<file path="src/rtl/bpred_update_queue_pkg.sv">
// Shared types and default sizes for the branch-predictor update queue.
// Build option: BPRED_GSHARE_EN -- when defined, each queue entry also
// carries the global history that was current when the branch was fetched.
package bpred_pkg;

  localparam int BPRED_WIDTH = 8;
  localparam int QUEUE_DEPTH = 4;

  typedef logic [BPRED_WIDTH-1:0] idx_t;

  // One in-flight predicted branch, oldest at the FIFO head.
  typedef struct packed {
    idx_t index;
`ifdef BPRED_GSHARE_EN
    idx_t ghr;
`endif
    logic prediction;
  } entry_t;

endpackage

</file>
<file path="src/rtl/bpred_update_queue_if.sv">
// Fetch / resolve / counter-table signal bundle for bpred_update_queue.
// master: the fetch + ALU side driving it; slave: the update queue itself.
interface bpred_update_queue_if import bpred_pkg::*; ();

  logic i_Fetch_Valid;
  idx_t i_Fetch_PC;
  logic i_Fetch_Prediction;
  logic o_Fetch_Ready;
  logic i_Resolve_Valid;
  logic i_ALU_Branch_Outcome;
  idx_t o_Table_Index;
  logic o_Table_Enable;
  logic o_Table_Outcome;
  logic o_Mispredict;
  idx_t o_GHR;

  modport master (
    output i_Fetch_Valid, i_Fetch_PC, i_Fetch_Prediction,
    output i_Resolve_Valid, i_ALU_Branch_Outcome,
    input  o_Fetch_Ready, o_Table_Index, o_Table_Enable,
    input  o_Table_Outcome, o_Mispredict, o_GHR
  );

  modport slave (
    input  i_Fetch_Valid, i_Fetch_PC, i_Fetch_Prediction,
    input  i_Resolve_Valid, i_ALU_Branch_Outcome,
    output o_Fetch_Ready, o_Table_Index, o_Table_Enable,
    output o_Table_Outcome, o_Mispredict, o_GHR
  );

endinterface

</file>
<file path="src/rtl/bpred_update_queue_fifo.sv">
// bpred_fifo: in-order storage of in-flight branch entries.
// Depth must be a power of two so the pointers wrap by natural overflow.
// Flush beats push/pop; entry payloads are not reset, only the occupancy.
module bpred_fifo import bpred_pkg::*; #(
  parameter int DEPTH = QUEUE_DEPTH
) (
  input  logic   clk_i,
  input  logic   rst_n_i,
  input  logic   push_i,
  input  entry_t push_entry_i,
  input  logic   pop_i,
  input  logic   flush_i,
  output entry_t head_o,
  output logic   full_o,
  output logic   empty_o
);

  localparam int PTR_W = (DEPTH > 1) ? $clog2(DEPTH) : 1;
  localparam int CNT_W = $clog2(DEPTH + 1);

  entry_t           mem_q [DEPTH];
  logic [PTR_W-1:0] wr_ptr_q, wr_ptr_d;
  logic [PTR_W-1:0] rd_ptr_q, rd_ptr_d;
  logic [CNT_W-1:0] count_q, count_d;
  logic             do_push, do_pop;

  assign full_o  = (count_q == CNT_W'(DEPTH));
  assign empty_o = (count_q == '0);
  assign head_o  = mem_q[rd_ptr_q];

  // Next pointer/occupancy values; a flush empties the queue outright.
  always_comb begin
    do_push  = push_i & ~full_o & ~flush_i;
    do_pop   = pop_i & ~empty_o & ~flush_i;
    wr_ptr_d = wr_ptr_q;
    rd_ptr_d = rd_ptr_q;
    count_d  = count_q;
    if (flush_i) begin
      wr_ptr_d = '0;
      rd_ptr_d = '0;
      count_d  = '0;
    end else begin
      if (do_push) wr_ptr_d = wr_ptr_q + PTR_W'(1);
      if (do_pop)  rd_ptr_d = rd_ptr_q + PTR_W'(1);
      if (do_push && !do_pop)      count_d = count_q + CNT_W'(1);
      else if (do_pop && !do_push) count_d = count_q - CNT_W'(1);
    end
  end

  // Pointer and occupancy registers with synchronous active-low reset.
  always_ff @(posedge clk_i) begin
    if (!rst_n_i) begin
      wr_ptr_q <= '0;
      rd_ptr_q <= '0;
      count_q  <= '0;
    end else begin
      wr_ptr_q <= wr_ptr_d;
      rd_ptr_q <= rd_ptr_d;
      count_q  <= count_d;
    end
  end

  // Entry payload write at the tail slot.
  always_ff @(posedge clk_i) begin
    if (do_push && rst_n_i) mem_q[wr_ptr_q] <= push_entry_i;
  end

endmodule

</file>
<file path="src/rtl/bpred_update_queue.sv">
// bpred_update_queue: tracks predicted branches between fetch and resolve,
// drives counter-table updates and raises a one-cycle flush on mispredict.
// Build option: BPRED_GSHARE_EN -- gshare indexing (PC ^ GHR) with a
// speculative global history; otherwise the index is the PC and GHR is 0.
module bpred_update_queue #(
  parameter int QUEUE_DEPTH = bpred_pkg::QUEUE_DEPTH
) (
  input  logic                  i_Clk,
  input  logic                  i_Reset,
  bpred_update_queue_if.slave   bus
);
  import bpred_pkg::*;

  localparam int W = BPRED_WIDTH;

  entry_t         push_entry, head;
  logic           full, empty;
  logic [W-1:0]   ghr_q, ghr_d;
  logic [W-1:0]   lookup_index;
  logic           mispredict_q, mispredict_d;
  logic           resolve_fire, fetch_ready, push;

  bpred_fifo #(.DEPTH(QUEUE_DEPTH)) u_fifo (
    .clk_i        (i_Clk),
    .rst_n_i      (i_Reset),
    .push_i       (push),
    .push_entry_i (push_entry),
    .pop_i        (resolve_fire),
    .flush_i      (mispredict_d),
    .head_o       (head),
    .full_o       (full),
    .empty_o      (empty)
  );

  // Handshake, lookup index, entry to push and next global history.
  always_comb begin
    resolve_fire = i_Reset & bus.i_Resolve_Valid & ~empty;
    mispredict_d = resolve_fire & (bus.i_ALU_Branch_Outcome != head.prediction);
    fetch_ready  = i_Reset & ~full & ~bus.i_Resolve_Valid & ~mispredict_q;
    push         = bus.i_Fetch_Valid & fetch_ready;
    push_entry   = '0;
`ifdef BPRED_GSHARE_EN
    lookup_index   = bus.i_Fetch_PC ^ ghr_q;
    push_entry.ghr = ghr_q;
    ghr_d          = ghr_q;
    if (mispredict_d)
      ghr_d = {head.ghr[W-2:0], bus.i_ALU_Branch_Outcome};
    else if (push)
      ghr_d = {ghr_q[W-2:0], bus.i_Fetch_Prediction};
`else
    lookup_index = bus.i_Fetch_PC;
    ghr_d        = '0;
`endif
    push_entry.index      = lookup_index;
    push_entry.prediction = bus.i_Fetch_Prediction;
  end

  // History and mispredict-pulse registers with synchronous active-low reset.
  always_ff @(posedge i_Clk) begin
    if (!i_Reset) begin
      ghr_q        <= '0;
      mispredict_q <= 1'b0;
    end else begin
      ghr_q        <= ghr_d;
      mispredict_q <= mispredict_d;
    end
  end

  assign bus.o_Fetch_Ready   = fetch_ready;
  assign bus.o_Table_Enable  = resolve_fire;
  assign bus.o_Table_Index   = resolve_fire ? head.index : lookup_index;
  assign bus.o_Table_Outcome = bus.i_ALU_Branch_Outcome;
  assign bus.o_Mispredict    = mispredict_q;
  assign bus.o_GHR           = ghr_q;

endmodule

</file>
<file path="src/flat_wrapper.sv">
// flat-port wrapper written by rule: the top's interface ports become plain ports
module bpred_update_queue_flat import bpred_pkg::*;
#(
  parameter int QUEUE_DEPTH = bpred_pkg::QUEUE_DEPTH
)
  (i_Clk, i_Reset, bus_i_Fetch_Valid, bus_i_Fetch_PC, bus_i_Fetch_Prediction, bus_i_Resolve_Valid, bus_i_ALU_Branch_Outcome, bus_o_Fetch_Ready, bus_o_Table_Index, bus_o_Table_Enable, bus_o_Table_Outcome, bus_o_Mispredict, bus_o_GHR);
  bpred_update_queue_if bus_i ();
  input  logic i_Clk;
  input  logic i_Reset;
  input wire logic [$bits(bus_i.i_Fetch_Valid)-1:0] bus_i_Fetch_Valid;
  input wire logic [$bits(bus_i.i_Fetch_PC)-1:0] bus_i_Fetch_PC;
  input wire logic [$bits(bus_i.i_Fetch_Prediction)-1:0] bus_i_Fetch_Prediction;
  input wire logic [$bits(bus_i.i_Resolve_Valid)-1:0] bus_i_Resolve_Valid;
  input wire logic [$bits(bus_i.i_ALU_Branch_Outcome)-1:0] bus_i_ALU_Branch_Outcome;
  output wire logic [$bits(bus_i.o_Fetch_Ready)-1:0] bus_o_Fetch_Ready;
  output wire logic [$bits(bus_i.o_Table_Index)-1:0] bus_o_Table_Index;
  output wire logic [$bits(bus_i.o_Table_Enable)-1:0] bus_o_Table_Enable;
  output wire logic [$bits(bus_i.o_Table_Outcome)-1:0] bus_o_Table_Outcome;
  output wire logic [$bits(bus_i.o_Mispredict)-1:0] bus_o_Mispredict;
  output wire logic [$bits(bus_i.o_GHR)-1:0] bus_o_GHR;
  assign bus_i.i_Fetch_Valid = bus_i_Fetch_Valid;
  assign bus_i.i_Fetch_PC = bus_i_Fetch_PC;
  assign bus_i.i_Fetch_Prediction = bus_i_Fetch_Prediction;
  assign bus_i.i_Resolve_Valid = bus_i_Resolve_Valid;
  assign bus_i.i_ALU_Branch_Outcome = bus_i_ALU_Branch_Outcome;
  assign bus_o_Fetch_Ready = bus_i.o_Fetch_Ready;
  assign bus_o_Table_Index = bus_i.o_Table_Index;
  assign bus_o_Table_Enable = bus_i.o_Table_Enable;
  assign bus_o_Table_Outcome = bus_i.o_Table_Outcome;
  assign bus_o_Mispredict = bus_i.o_Mispredict;
  assign bus_o_GHR = bus_i.o_GHR;
  bpred_update_queue #(.QUEUE_DEPTH(QUEUE_DEPTH)) u_core (.i_Clk(i_Clk), .i_Reset(i_Reset), .bus(bus_i));
endmodule
</file>
<file path="config.mk">
export PLATFORM = sky130hd
export DESIGN_NAME = bpred_update_queue_flat
export DESIGN_NICKNAME = d
export VERILOG_FILES = /design/src/rtl/bpred_update_queue_pkg.sv /design/src/rtl/bpred_update_queue_if.sv /design/src/rtl/bpred_update_queue_fifo.sv /design/src/rtl/bpred_update_queue.sv /design/src/flat_wrapper.sv
export SDC_FILE = /design/constraint.sdc
export NUM_CORES = 1
export LEC_CHECK = 0
export CORE_MARGIN = 2
export CORE_UTILIZATION = 40
export CTS_CLUSTER_SIZE = 30
export DETAILED_ROUTE_END_ITERATION = 7
export PLACE_DENSITY_LB_ADDON = 0.25
export RECOVER_POWER = 25
export SYNTH_ARGS = -nofsm -noshare
export SYNTH_HDL_FRONTEND = slang
export SYNTH_SLANG_ARGS = --single-unit
</file>
<file path="constraint.sdc">
create_clock -name i_Clk -period 4.8 [get_ports i_Clk]
set_input_delay 1.2 -clock i_Clk [delete_from_list [all_inputs] [get_ports i_Clk]]
set_output_delay 1.2 -clock i_Clk [all_outputs]
set_load 0.05 [all_outputs]
</file>
==> impl_metrics.prom <==
# TYPE chip_impl_metric gauge
chip_impl_metric{name="postSynth.asyncResetShare",unit=""} 0
chip_impl_metric{name="worst-path-buf-inv",unit=""} 2
chip_impl_metric{name="sequentialPowerShare",unit=""} 0.555
chip_impl_metric{name="finalWirelength",unit="mm"} 3.35
chip_impl_info{name="critPathLaunch",value="i_Reset"} 1
chip_impl_info{name="status",value="finished, final reports clean"} 1
chip_impl_metric{name="clk_transition_reported_paths",unit="ps"} 80
chip_impl_metric{name="ant_nets",unit=""} 0
chip_impl_metric{name="yosysWarnings",unit=""} 0
chip_impl_metric{name="die_height",unit="um"} 75.8
chip_impl_metric{name="vias_per_cell",unit=""} 4.65
chip_impl_metric{name="tightest_slew",unit="ps"} 850
chip_impl_metric{name="dpl.hpwl",unit="mm"} 2.40
chip_impl_metric{name="cts_setup_buffers",unit=""} 0
chip_impl_metric{name="antenna-diode-count",unit=""} 0
chip_impl_info{name="capture_point_of_the_worst_path",value="bus_o_Table_Index[2]"} 1
chip_impl_metric{name="power.density_cell_area",unit="nW/um2"} 339
chip_impl_metric{name="synth_to_layout_area_growth",unit="%"} 17.1
chip_impl_metric{name="synth_top_cell_area_share",unit=""} 0.524
chip_impl_metric{name="dieWidth",unit="um"} 75.8
chip_impl_metric{name="slew_violations",unit=""} 0
chip_impl_info{name="synthTopCellsByArea",value="sky130_fd_sc_hd__edfxtp_1 52%, sky130_fd_sc_hd__dfxtp_1 9.7%, sky130_fd_sc_hd__mux4_2 7.6%, sky130_fd_sc_hd__mux2_2 4.4%, sky130_fd_sc_hd__buf_4 3.3%"} 1
chip_impl_info{name="start_point_of_the_worst_hold_path",value="u_core.u_fifo.rd_ptr_q[1]$_SDFFE_PP0P_"} 1
chip_impl_metric{name="finalHoldWorstSlack",unit="ps"} 497
chip_impl_info{name="timing.critical_path.mode_cell",value="sky130_fd_sc_hd__clkdlybuf4s50_1"} 1
chip_impl_info{name="min_path_type",value="flop to flop"} 1
chip_impl_metric{name="yosysUniqueCellTypes",unit=""} 29
chip_impl_metric{name="cpPeakStageDelay",unit="ps"} 790
chip_impl_metric{name="fp-row-count",unit=""} 26
chip_impl_metric{name="tritoncts_buffers",unit=""} 5
chip_impl_metric{name="leakagePower",unit="nW"} 0.815
chip_impl_metric{name="port-buffer-count",unit=""} 25
chip_impl_metric{name="final_design_area_no_fill",unit="um2"} 2420
chip_impl_metric{name="cts-root-to-sink-buffers",unit=""} 2
chip_impl_metric{name="first_global_vias",unit=""} 1077
chip_impl_metric{name="grt.total_usage",unit=""} 0.138
chip_impl_info{name="setup_repair_after_global_routing_missed_its_margin",value="no"} 1
chip_impl_metric{name="critical_path_arrival",unit="ps"} 3220
chip_impl_metric{name="drt_iter0_drc",unit=""} 52
chip_impl_metric{name="cts_num_sinks",unit=""} 46
chip_impl_metric{name="switching_share",unit=""} 0.265
chip_impl_metric{name="r2r_slack",unit="ps"} 1940
chip_impl_metric{name="synth_area",unit="um2"} 2060
chip_impl_metric{name="insertion_delay",unit="ps"} 280
chip_impl_info{name="ys_top_cells_by_count",value="36 x sky130_fd_sc_hd__edfxtp_1, 10 x sky130_fd_sc_hd__dfxtp_1, 10 x sky130_fd_sc_hd__nor2_1, 9 x sky130_fd_sc_hd__buf_4, 8 x sky130_fd_sc_hd__mux2_2"} 1
chip_impl_metric{name="required",unit="ps"} 3600
chip_impl_metric{name="wl_per_cell",unit="um"} 15.3
chip_impl_metric{name="placed_cells",unit=""} 211
chip_impl_metric{name="share_clk_of_total_power",unit=""} 0.263
chip_impl_metric{name="syn-mean-instance-area",unit="um2"} 17.1
chip_impl_metric{name="setup_viol",unit=""} 0
chip_impl_metric{name="gate_power_share",unit=""} 0.182
chip_impl_metric{name="finalCritPeriodShare",unit=""} 0.921
chip_impl_metric{name="post-layout-total-power",unit="uW"} 819
chip_impl_metric{name="grt_antenna_before_repair",unit=""} 0
chip_impl_metric{name="initial_utilization",unit=""} 0.409
chip_impl_metric{name="fillers",unit=""} 454
chip_impl_metric{name="layout.cells.non_filler",unit=""} 219
chip_impl_metric{name="cts-hold-fix-buffers",unit=""} 0
chip_impl_metric{name="grt_max_degree",unit=""} 15
chip_impl_info{name="crit_path_cell_trace",value="clkdlybuf4s50_1 -> o311ai_4 -> mux2_2 -> clkdlybuf4s50_1"} 1
chip_impl_metric{name="cp.depth",unit=""} 4
chip_impl_metric{name="timing.fmax",unit="MHz"} 226
chip_impl_metric{name="worstRegToRegCells",unit=""} 10
chip_impl_metric{name="synth_seq_cells",unit=""} 46
chip_impl_metric{name="cell_internal_pwr",unit="uW"} 602
chip_impl_info{name="synth.largest_area_cell",value="sky130_fd_sc_hd__edfxtp_1"} 1
chip_impl_metric{name="gp_congestion",unit=""} 0.788
chip_impl_metric{name="syn_inst",unit=""} 121
chip_impl_metric{name="peakVddDrop",unit="V"} 0.000130
chip_impl_metric{name="final-hold-violation-count",unit=""} 0
chip_impl_metric{name="proportion_of_layout_cells_with_a_drive_suffix_above_1",unit=""} 0.215
chip_impl_metric{name="synth-edff-count",unit=""} 36
chip_impl_info{name="critical_path.top_delay_family",value="buffers and inverters"} 1
chip_impl_info{name="yosysMostFrequentCell",value="sky130_fd_sc_hd__edfxtp_1"} 1
chip_impl_info{name="r2r-end",value="u_core.u_fifo.count_q[2]$_SDFFE_PP0P_"} 1
chip_impl_metric{name="drt_first_pass_iters",unit=""} 4
chip_impl_metric{name="timing.slew.headroom",unit=""} 0.432
chip_impl_info{name="synth_ff_type",value="sky130_fd_sc_hd__edfxtp_1"} 1
chip_impl_info{name="endpoint_kind",value="output pin"} 1
chip_impl_metric{name="grt_first_pass_wirelength",unit="mm"} 5.49
chip_impl_metric{name="drv.max_cap_violation_count",unit=""} 0
chip_impl_metric{name="core_area",unit="um2"} 5040
chip_impl_metric{name="post_cts_resized",unit=""} 0
chip_impl_info{name="critical_path.slowest_cell",value="sky130_fd_sc_hd__clkdlybuf4s50_1"} 1
chip_impl_metric{name="final_net_count",unit=""} 168
chip_impl_metric{name="vias",unit=""} 1018
chip_impl_info{name="cts_root_buf",value="sky130_fd_sc_hd__clkbuf_8"} 1
chip_impl_metric{name="fin_worst_skew",unit="ps"} 4.13
chip_impl_info{name="cts_tree",value="yes"} 1
chip_impl_metric{name="ioPinCount",unit=""} 34
chip_impl_metric{name="cts_max_level",unit=""} 2
chip_impl_metric{name="synth_sequential_area_ratio",unit=""} 0.621
chip_impl_metric{name="gr-total-overflow",unit=""} 0
chip_impl_info{name="critPathKind",value="input port to output pin"} 1
chip_impl_metric{name="totalNegativeSetupSlack",unit="ps"} 0
chip_impl_metric{name="final_period_minus_worst_setup_slack",unit="ps"} 4420
chip_impl_metric{name="dpl-instance-area",unit="um2"} 2340
chip_impl_metric{name="net_sw_power",unit="uW"} 217
chip_impl_metric{name="route.detailed.drc",unit=""} 0
chip_impl_metric{name="critical_path.max_fanout",unit=""} 14
chip_impl_info{name="worstSetupStartpointType",value="input port"} 1
chip_impl_metric{name="floorplan.die_area",unit="um2"} 5750
==> power by group through the flow <==
stage	registers (mW)	clock network [mW]	logic, mW
4_1_cts	0.456	0.222	0.152
3_5_place_dp	0.465	0	0.151
6_report	0.455	0.215	0.149
2_1_floorplan	0.459	0	0.118
3_3_place_gp	0.464	0	0.148
5_1_grt	0.457	0.244	0.160
==> cells in the final DEF (no fill, tap or decap) <==
| master | count |
|---|---|
| sky130_fd_sc_hd__and2_2 | 4 |
| sky130_fd_sc_hd__clkdlybuf4s50_1 | 17 |
| sky130_fd_sc_hd__a211oi_1 | 1 |
| sky130_fd_sc_hd__ha_1 | 5 |
| sky130_fd_sc_hd__fa_1 | 1 |
| sky130_fd_sc_hd__dlygate4sd3_1 | 7 |
| sky130_fd_sc_hd__a21oi_2 | 1 |
| sky130_fd_sc_hd__o21ai_4 | 1 |
| sky130_fd_sc_hd__mux2i_1 | 2 |
| sky130_fd_sc_hd__xor2_1 | 3 |
| sky130_fd_sc_hd__inv_1 | 6 |
| sky130_fd_sc_hd__clkbuf_1 | 2 |
| sky130_fd_sc_hd__nand2_1 | 2 |
| sky130_fd_sc_hd__a2111oi_4 | 1 |
| sky130_fd_sc_hd__mux2_2 | 8 |
| sky130_fd_sc_hd__nor2b_1 | 1 |
| sky130_fd_sc_hd__o21ai_2 | 1 |
| sky130_fd_sc_hd__or2_4 | 1 |
| sky130_fd_sc_hd__o311ai_4 | 1 |
| sky130_fd_sc_hd__xnor2_4 | 1 |
| sky130_fd_sc_hd__clkbuf_8 | 5 |
| sky130_fd_sc_hd__mux4_2 | 7 |
| sky130_fd_sc_hd__mux4_1 | 2 |
| sky130_fd_sc_hd__conb_1 | 8 |
| sky130_fd_sc_hd__edfxtp_1 | 36 |
| sky130_fd_sc_hd__xnor2_1 | 2 |
| sky130_fd_sc_hd__dfxtp_1 | 10 |
| sky130_fd_sc_hd__nor3b_1 | 1 |
| sky130_fd_sc_hd__clkinv_1 | 1 |
| sky130_fd_sc_hd__nor2_1 | 10 |
| sky130_fd_sc_hd__buf_4 | 1 |
==> tightest hold or removal path, stage by stage, from the launching register on <==
cell and delay (ps):
sky130_fd_sc_hd__dfxtp_1 330, sky130_fd_sc_hd__nand2_1 70, sky130_fd_sc_hd__a21oi_2 50
==> routing by layer <==
metal,share of wire,global-route usage
met1,0.41,0.170
met5,0,0
met4,0.0069,0.0468
met2,0.55,0.228
met3,0.032,0.0489
==> cell type report <==
type	instances	area, um2	area share
clock buffer	7	76.3	0.0316
timing repair buffer	25	248	0.103
multi-input combinational	64	697	0.288
sequential	46	1280	0.530
inverter	6	22.5	0.00932
clock inverter	1	3.75	0.00155
tap	70	87.6	0.0363
==> flip-flops by register name, summed over array words and instances (netlist names), named ones only <==
name / flops
u_core.u_fifo.count_q: 3
u_core.u_fifo.wr_ptr_q: 2
u_core.bus.o_Mispredict: 1
u_core.u_fifo.mem_q: 36
u_core.u_fifo.rd_ptr_q: 2
==> worst min-delay path by stage <==
stage	to	slack, ps	depth (start not counted)
after floorplan	flop	460	2
after global placement	u_core.u_fifo.rd_ptr_q[1]$_SDFFE_PP0P_	470	2
after detailed placement	u_core.u_fifo.rd_ptr_q[1]$_SDFFE_PP0P_	490	2
after CTS	u_core.u_fifo.rd_ptr_q[1]$_SDFFE_PP0P_	500	2
after global routing	u_core.u_fifo.rd_ptr_q[1]$_SDFFE_PP0P_	540	2
final	u_core.u_fifo.rd_ptr_q[1]$_SDFFE_PP0P_	500	2
==> per-stage QoR <==
stage	util	setup slack [ps]
CTS	0.479	358
floorplan	-	949
detailed placement	0.463	366
global route	0.479	292
global placement	0.463	368
finish	0.479	379
==> logic make-up after synthesis <==
| family | share of synthesized area |
|---|---|
| fa+ha+maj | 0.0400 |
| buf+inv | 0.0540 |
| simple gates | 0.0473 |
| xor+xnor | 0.0346 |
| other cells | 0.00182 |
| flops | 0.621 |
| mux | 0.155 |
| compound gates | 0.0461 |
Note: power is estimated with default switching activity, not from simulation.
==> RTL edit: new RTL, config.mk and constraints unchanged <==
The option `BPRED_GSHARE_EN` is turned on by a define.
--- a/src/rtl/bpred_update_queue_pkg.sv
+++ b/src/rtl/bpred_update_queue_pkg.sv
@@ -2,4 +2,6 @@
 // Build option: BPRED_GSHARE_EN -- when defined, each queue entry also
 // carries the global history that was current when the branch was fetched.
+`define BPRED_GSHARE_EN
+
 package bpred_pkg;
 
Check against the original RTL: not equivalent (Yosys sat finds a counterexample within 4 cycles, from zero or initial values and one cycle with i_Reset low).
==> RTL edit against the original RTL <==
  * Synthesized area is 66% higher
  * Cell count is 66% higher
  * Setup slack better by 0.30 ns
  * Wire length is 93% higher
  * Clock skew is 0.0022 ns higher
  * Sequential power is 77% higher
  * Sequential cell count is 36 higher
  * Worst hold slack better by 0.0095 ns
  * Power is 88% higher
  * Die area is 62% higher
  * Non-clock buffer count is 17 higher
  * Cell area is 72% higher
  * Combinational power is 75% higher
  * Highest routed layer unchanged
==> RTL edit: results (changes against the original RTL) <==
Status = completed (unchanged)
RD Place Congestion = 0.748 (was 0.788)
H-Tree Depth = 3 (was 2)
Global routing usage on met3 = 3.72% (was 4.89%)
Wire length on met3 = 312 um (was 108 um)
Clock share of power = 30.8% (was 26.3%)
Met1 wire length = 3.14 mm (was 1.39 mm)
EDFF count, synth = 64 (was 36)
Largest register FFs = 64 (was 36)
Placed cell areas = 3980 um2 (was 2340 um2)
Skew final = 0.00632 ns (was 0.00413 ns)
WP data arrival = 2.92 ns (was 3.22 ns)
Total CTS buffers = 9 (was 5)
Total track usage = 15.6% (was 13.8%)
Cells after DPL = 348 (was 211)
Met1 usage = 22.6% (was 17.0%)
Gate Count Post-Synth = 211 (was 121)
Register area share after synthesis = 66.8% (was 62.1%)
Layout cell share with drive strength beyond 1 = 19.3% (was 21.5%)
Top cells by count, synth = 64 x edfxtp_1, 32 x nor2_1, 18 x dfxtp_1 (was 36 x edfxtp_1, 10 x dfxtp_1, 10 x nor2_1)
Wirelength per Cell = 17.8 um (was 15.3 um)
Worst VDD drop = 0.000185 V (was 0.000130 V)
Clk_lat worst skew = 0.35 ns (was 0.28 ns)
Max-Slew Margin vs Limit = 44.3% (was 43.2%)
Slowest stage delay, CP = 0.76 ns (was 0.79 ns)
IO Port Bufs = 33 (was 25)
Seq. pwr = 806 uW (was 455 uW)
Nets = 274 (was 168)
Met2 Track Usage GR = 22.3% (was 22.8%)
## RTL edit: cell count changes after synthesis, sizes merged, moves of 2 or more
cell / change
a21boi: +6
a32oi: +8
buf: -5
clkbuf: +3
dfxtp: +8
edfxtp: +28
mux2: -8
mux4: +7
nand2: +6
nor2: +22
o211ai: +6
o21ai: +2
xor2: +9
## RTL edit: cells by family after synthesis
logic type               count (synthesis)  synth area share [%]
AO/OA/AOI/OAI                           27                  6.77
AND/OR/NAND/NOR                         48                  6.08
buffers and inverters                   16                  2.42
flip-flops                              82                  66.8
multiplexers                            17                  11.2
XOR/XNOR                                15                  4.39
adder cells (fa/ha/maj)                  6                  2.42
## RTL edit: per-stage QoR
step | power, uW | hold WS, ns
6_report | 1540 | 0.507
5_1_grt | 1600 | 0.545
4_1_cts | 1550 | 0.507
3_5_place_dp | 1090 | 0.495
3_3_place_gp | 1080 | 0.499
2_1_floorplan | 979 | 0.466
## RTL edit: final cells by class
cell class,count,area [um2]
Clock buffer,13,139
Tap cell,105,131
Multi-Input combinational cell,113,1050
Clock inverter,3,42.5
Timing Repair Buffer,42,485
Inverter,6,22.5
Sequential cell,82,2280
Fill cell,700,4100
## RTL edit: final timing paths
kind | startpoint | end | slack [ns] | cells past startpoint
hold / removal | u_core.u_fifo.wr_ptr_q[0]$_SDFFE_PP0P_ | u_core.u_fifo.wr_ptr_q[0]$_SDFFE_PP0P_ | 0.51 | 2
setup / recovery | i_Reset | bus_o_Table_Index[3] | 0.68 | 7
hold reg to reg | u_core.u_fifo.wr_ptr_q[0]$_SDFFE_PP0P_ | u_core.u_fifo.wr_ptr_q[0]$_SDFFE_PP0P_ | 0.51 | 2
setup reg to reg | flip-flop | u_core.u_fifo.count_q[2]$_SDFFE_PP0P_ | 1.94 | 10
